`src/rtl/uart_tx_arbiter.sv`:
```
// Round-robin, message-granular arbiter sharing one uart_tx between NUM_REQ sources.
// A grant is held until the owner's last byte; a one-cycle HOLD follows every byte.
module uart_tx_arbiter #(
  parameter int NUM_REQ   = 3,
  parameter int NUM_BITS  = 8,
  parameter int MAX_BYTES = 32
) (
  input  logic                         clk,
  input  logic                         reset,
  input  logic [NUM_REQ-1:0]           req,
  input  logic [NUM_REQ*NUM_BITS-1:0]  req_byte,
  input  logic [NUM_REQ-1:0]           req_valid,
  input  logic [NUM_REQ-1:0]           req_last,
  output logic [NUM_REQ-1:0]           req_ready,
  output logic [NUM_REQ-1:0]           grant,
  output logic [NUM_BITS-1:0]          tx_byte,
  output logic                         tx_valid,
  input  logic                         tx_ready,
  output logic                         busy,
  output logic                         overrun,
  output logic                         abort
);

  localparam int IW = $clog2(NUM_REQ);
  localparam int CW = $clog2(MAX_BYTES + 1);

  typedef enum logic [1:0] {S_IDLE, S_SEND, S_HOLD} state_t;

  state_t             r_state;
  logic [NUM_REQ-1:0] r_grant;
  logic [IW-1:0]      r_gidx;
  logic [IW-1:0]      r_last_ptr;
  logic [CW-1:0]      r_count;
  logic               r_overrun;
  logic               r_abort;

  logic [IW-1:0]      w_win;
  logic [IW-1:0]      w_cand;
  logic               w_found;
  logic               w_own_req;
  logic               w_xfer;
  logic               w_release;
  logic               w_set_over;
  logic               w_set_abort;

  // Scan upward from last_ptr+1 with wrap; the first set request wins.
  always_comb begin
    w_found = 1'b0;
    w_win   = '0;
    w_cand  = '0;
    for (int k = 1; k <= NUM_REQ; k++) begin
      w_cand = IW'((int'(r_last_ptr) + k) % NUM_REQ);
      if (!w_found && req[w_cand]) begin
        w_found = 1'b1;
        w_win   = w_cand;
      end
    end
  end

  assign w_own_req = req[r_gidx];
  assign tx_valid  = (r_state == S_SEND) & req_valid[r_gidx] & w_own_req;
  assign tx_byte   = (r_state == S_SEND) ? req_byte[int'(r_gidx)*NUM_BITS +: NUM_BITS] : '0;
  assign w_xfer    = tx_valid & tx_ready;
  assign req_ready = w_xfer ? r_grant : '0;
  assign grant     = r_grant;
  assign busy      = (r_state != S_IDLE);
  assign overrun   = r_overrun;
  assign abort     = r_abort;

  always_comb begin
    w_release   = 1'b0;
    w_set_over  = 1'b0;
    w_set_abort = 1'b0;
    if (r_state == S_SEND) begin
      if (!w_own_req) begin
        w_release   = 1'b1;
        w_set_abort = 1'b1;
      end else if (w_xfer) begin
        if (req_last[r_gidx]) begin
          w_release = 1'b1;
        end else if ((r_count + CW'(1)) == CW'(MAX_BYTES)) begin
          w_release  = 1'b1;
          w_set_over = 1'b1;
        end
      end
    end else if (r_state == S_HOLD && !w_own_req) begin
      w_release = 1'b1;
    end
  end

  always_ff @(posedge clk or posedge reset) begin
    if (reset) begin
      r_state    <= S_IDLE;
      r_grant    <= '0;
      r_gidx     <= '0;
      r_last_ptr <= IW'(NUM_REQ - 1);
      r_count    <= '0;
      r_overrun  <= 1'b0;
      r_abort    <= 1'b0;
    end else begin
      r_overrun <= w_set_over;
      r_abort   <= w_set_abort;
      if (r_state == S_SEND && w_xfer) r_count <= r_count + CW'(1);
      if (w_release) begin
        r_grant    <= '0;
        r_last_ptr <= r_gidx;
        r_state    <= S_IDLE;
      end else begin
        case (r_state)
          S_IDLE: begin
            if (w_found) begin
              r_grant <= {{(NUM_REQ-1){1'b0}}, 1'b1} << w_win;
              r_gidx  <= w_win;
              r_count <= '0;
              r_state <= S_SEND;
            end
          end
          S_SEND:  if (w_xfer) r_state <= S_HOLD;
          S_HOLD:  r_state <= S_SEND;
          default: r_state <= S_IDLE;
        endcase
      end
    end
  end

endmodule

```
`config.mk`:
```
export PLATFORM = sky130hd
export DESIGN_NAME = uart_tx_arbiter
export DESIGN_NICKNAME = d
export VERILOG_FILES = /design/src/rtl/uart_tx_arbiter.sv
export SDC_FILE = /design/constraint.sdc
export NUM_CORES = 1
export LEC_CHECK = 0
export ABC_AREA = 1
export CAP_MARGIN = 0
export CORE_ASPECT_RATIO = 0.8
export CORE_MARGIN = 2
export CORE_UTILIZATION = 44
export CTS_CLUSTER_SIZE = 10
export DETAILED_ROUTE_END_ITERATION = 8
export GPL_ROUTABILITY_DRIVEN = 0
export MAX_ROUTING_LAYER = met4
export PLACE_DENSITY = 0.81
export SLEW_MARGIN = 20
export SYNTH_ARGS = -nofsm -noshare
export SYNTH_HDL_FRONTEND = slang
export SYNTH_SLANG_ARGS = --single-unit
```
`constraint.sdc`:
```
create_clock -name clk -period 2.1 [get_ports clk]
set_input_delay 0.42 -clock clk [delete_from_list [all_inputs] [get_ports clk]]
set_output_delay 0.42 -clock clk [all_outputs]
set_load 0.03 [all_outputs]
```
### After elaboration in Yosys (flattened, before gate mapping)

Index checks and enable logic that the tools add are counted.

| word-level totals | value |
|---|---|
| flip-flop bits (word level) | 17 |
| bits in latches | 0 |
| RAM bits | 0 |
| memory bits (read-only) | 0 |
| bits of input ports | 36 |
| output and inout bits | 18 |
| logic and storage cells | 86 |
| memories kept | 0 |

| cells by class | value |
|---|---|
| add/subtract/negate cells | 4 |
| multiply operators | 0 |
| divide/modulo/power cells | 3 |
| $lt $le $gt $ge | 4 |
| equal/unequal tests | 5 |
| shift operators | 2 |
| muxes and demuxes | 43 |
| bitwise operators | 4 |
| reductions and logical operators | 14 |

Operators by type and width:

| operator | number |
|---|---|
| $mod 32x3->32 const B | 3 |
| $mux 6 | 4 |
| $shiftx 24x6->8 | 1 |
| $mux 1 | 21 |
| $bmux 1 s2 | 6 |
| $lt 2x3->1 const B | 4 |
| $mux 2 | 6 |
| $mux 3 | 4 |
| $mux 8 | 1 |
| $add 2x2->3 const B | 2 |
| $add 6x1->6 const B | 1 |
| $eq 6x6->1 const B | 1 |
| $ne 3x3->1 const B | 2 |
| $pmux 2 s3 | 1 |
| $reduce_bool 2->1 | 3 |
| $logic_and 1x1->1 | 4 |
| $reduce_and 2->1 | 2 |
| $add 2x1->3 const B | 1 |
| $and 1x1->1 | 3 |
| $logic_not 1->1 | 3 |
| $reduce_and 3->1 | 1 |
| $shl 1x2->3 const A | 1 |
| $eq 2x1->1 const B | 1 |
| $eq 2x2->1 const B | 1 |
| other kinds (2) | 2 |

### Depth between registers and ports, before layout

| logic depth | value |
|---|---|
| depth in word-level cells | 15 |
| mapped depth | 13 |
| depth with buffers taken out | 12 |

### Worst setup path before layout

OpenSTA, ideal clock, no wires.

| timing | value |
|---|---|
| path kind | flip-flop to output port |
| from | register r_gidx[0] |
| to | output port req_ready[0] |
| arrival | 1623 ps |
| required time | 1680 ps |
| path slack | 57 ps |
| cell stages (with the launch flop) | 10 |
| buffers on the path | 2 |
| cells stage by stage | dfrtp_1 nor2_2 buf_4 nand2_2 nand2_2 nand3_4 nor2_8 inv_2 buf_6 nor2_1 |

| between the ends | value |
|---|---|
| word-level cells in the longest chain between the ends | 6 |
| elaborated cells between the ends (all ways) | 8 |
| those cells by class | 5 x mux; 3 x bitwise |

Ends and longest elaborated chain:

| element | line | RTL |
|---|---|---|
| start: declaration | 31 | `logic [IW-1:0] r_gidx;` |
| start signal: assignment | 113 | `r_gidx <= w_win;` |
| $bmux 1 s2 | 61 | `assign tx_valid = (r_state == S_SEND) & req_valid[r_gidx] & w_own_req;` |
| $mux 1 (not written as such) | 61 |  |
| $and 1x1->1 | 61 |  |
| $and 1x1->1 (*) | 61 |  |
| $and 1x1->1 (*) | 63 | `assign w_xfer = tx_valid & tx_ready;` |
| $mux 3 (*) | 64 | `assign req_ready = w_xfer ? r_grant : '0;` |
| end: declaration | 14 | `output logic [NUM_REQ-1:0] req_ready,` |

Mark *: on every way between the ends. The rest lies on a longest branch, timed or not. The select of a mux whose other input is x is not followed.

### Final worst setup path

| timing | value |
|---|---|
| from | register r_gidx[0] |
| to | output port req_ready[2] |

The elaborated chain is that of the path after synthesis.

==> run metrics <==
relative slew slack=0.555; max-cap viol count=0; gr usage total=0.232; crit-path max FO=6; Mapped Cells=216; die footprint=3570 sq um; register area share after synthesis=0.312; first-pass GRT wire length=6.24 mm; Syn Area/Cell=6.33 sq um; max-slew violations=0; Least-Margin Pin Slew=0.660 ns; Syn. warnings=0; I/O Pins=54; clk sinks=17; register area=428 sq um; Total Power=2.56 mW; synthesis-stage register bit count=17; clock slew at reported path FFs=0.07 ns; fin crit period=2.04 ns; non-filler cells in the finished layout=324; min-delay src=r_last_ptr[1]$_DFFE_PP1P_; critical path arrival=1.62 ns; P per Cell Area=1230 nW/um^2; ANT nets after route=0; Initial Util=0.453; final wirelength=slightly below 4 mm; Max H-tree Level=1; Setup Viol. Count Final=0; met3 wire length=337 microns; Inserted Diodes=0; PortBufs=53; Setup TNS=0 ns; router iterations before antenna repair=4; type of the worst setup path=register to output port; Cells after DPL=314; Synth-to-Final Area Change=52.7%; RR Startpoint=r_last_ptr[1]$_DFFE_PP1P_; most common cell after layout, fill and taps aside=nand2_1; distinct cell type count after synthesis=28; CTS root buf=clkbuf_8; Max Clk Rate=slightly below 500 MHz; Tcrit/Tclk final=0.973; Setup crit start=r_gidx[0]$_DFFE_PP0P_; largest net degree at the start of global routing=18; wl on met1=between 1.5 and 2 mm; area of the multi-input gates=803 sq um; most frequent cells in the layout=59 x nand2_1, 37 x clkdlybuf4s50_1, 34 x nor2_1; initial antenna violation count=0; status=finished clean; clk_lat worst skew=~0.26 ns; met2 WL=1.66 mm; chip width=66.3 microns; Peak VDD IR=0.719 mV; WL per Instance=11.9 microns; DR top layer=met4; Hold Fails Final Rpt=0; syn_nets=roughly 260; # rows=18; Hold Crit Class=register to register; required time of the critical path=about 1.7 ns; clock buffer count from CTS=3; vias=1561; vias per std cell=about 4.8; Setup Skew=0.00473 ns; grt total ovfl=0; Post-DP HPWL=2.92 mm; Worst Setup Start Kind=register; CP Capture Type=output port; leakage power=1.05 nW; share of layout cells above drive strength 1=0.180; CTS tree=yes; Die Y=around 54 microns; Fillers=261; clk buf depth=2; unrepaired setup endpoints after global routing=true; Cell Area, Synth=1370 sq um; drt drc=0; Core ar.=3020 sq um; number of global-route vias before repair=1386; final net count=325; initial drt markers=75
-- power breakdown --
part | total (mW) | leakage, nW | internal, mW | switching [mW]
registers | 0.506 | 0.222 | 0.422 | 0.0837
logic | 1.81 | 0.805 | 0.728 | 1.08
clock network | 0.248 | 0.0217 | 0.134 | 0.115
-- area by class of cell --
| cell class | count | share of cell area |
|---|---|---|
| Timing Repair Buffer | 70 | 0.306 |
| Inverter | 31 | 0.0575 |
| Tap cell | 40 | 0.0240 |
| Multi-Input combinational cell | 162 | 0.385 |
| Sequential cell | 17 | 0.205 |
| Clock buffer | 3 | 0.0198 |
| Clock inverter | 1 | 0.00359 |
-- state kept, by name (all words and copies together) (netlist names) --
register	flops
r_count	6
abort	1
r_gidx	2
r_state	2
overrun	1
grant	3
r_last_ptr	2
-- synth_stat cells --
cell type | instances | area share
a21oi_1 | 14 | 0.051
buf_1 | 1 | 0.0027
buf_2 | 1 | 0.0037
buf_4 | 2 | 0.011
buf_6 | 1 | 0.0082
clkbuf_1 | 1 | 0.0027
clkinv_1 | 1 | 0.0027
dfrtp_1 | 16 | 0.29
dfstp_2 | 1 | 0.019
ha_1 | 4 | 0.037
inv_1 | 28 | 0.077
inv_2 | 2 | 0.0055
nand2_1 | 60 | 0.16
nand2_2 | 3 | 0.014
nand3_1 | 14 | 0.051
nand3_4 | 1 | 0.013
nand3b_1 | 1 | 0.0055
nand4_1 | 5 | 0.023
nor2_1 | 36 | 0.099
nor2_2 | 2 | 0.0091
nor2_8 | 1 | 0.015
nor3_2 | 1 | 0.0073
nor3b_2 | 1 | 0.0091
o21ai_0 | 15 | 0.055
o21ai_1 | 1 | 0.0037
o21bai_1 | 1 | 0.0055
o31a_1 | 1 | 0.0064
xor2_1 | 1 | 0.0064
-- cells by family after synthesis --
| family | synth area share |
|---|---|
| simple gates | 0.410 |
| buf+inv | 0.113 |
| compound gates | 0.122 |
| flops | 0.312 |
| fa+ha+maj | 0.0366 |
| xor+xnor | 0.00641 |
-- path summary, 6_finish.rpt --
path                                             end  cells past startpoint  slack, ns
max                                     req_ready[2]                     10       0.06
min in group asynchronous       r_count[0]$_DFF_PP0_                      2       0.54
min reg2reg                r_last_ptr[1]$_DFFE_PP1P_                      2       0.51
max reg2reg                    r_gidx[1]$_DFFE_PP0P_                      9       0.20
min                        r_last_ptr[1]$_DFFE_PP1P_                      2       0.51
max in group asynchronous      r_gidx[0]$_DFFE_PP0P_                      2       1.12
-- worst max-delay path: stages, from the launching register on --
cell and delay, ns:
dfrtp_2 0.46, buf_6 0.14, nor2_2 0.04, nor2_1 0.07
nand2_1 0.07, nand2_2 0.07, nand3_4 0.09, nor2_8 0.11
inv_4 0.05, nor2_1 0.10, buf_4 0.16
-- what timing repair did --
item | CTS | global route
gates resized for setup | 5 | 9
pin swaps | 3 | 5
hold buffers | 0 | 0
buffers inserted | 3 | 3
endpoints found under the setup margin | 11 | 12
-- through the flow --
step / worst slack, ns / instance area, sq um / hold slack (ns) / utilization
finish: 0.0560 / 2090 / 0.512 / 0.692
global route: -0.0386 / 2090 / 0.548 / 0.692
CTS: 0.00687 / 2040 / 0.511 / 0.675
detailed placement: -0.0589 / 1960 / 0.497 / 0.650
global placement: -0.0167 / 1960 / 0.495 / 0.650
floorplan: 0.0571 / 1370 / 0.345 / -
-- routing by layer --
metal,up-vias,global-route usage
li1,814,-
met1,671,0.322
met2,72,0.352
met3,4,0.0502
met4,0,0.0476
met5,-,-
No activity file was read; power rests on OpenSTA's default activity.
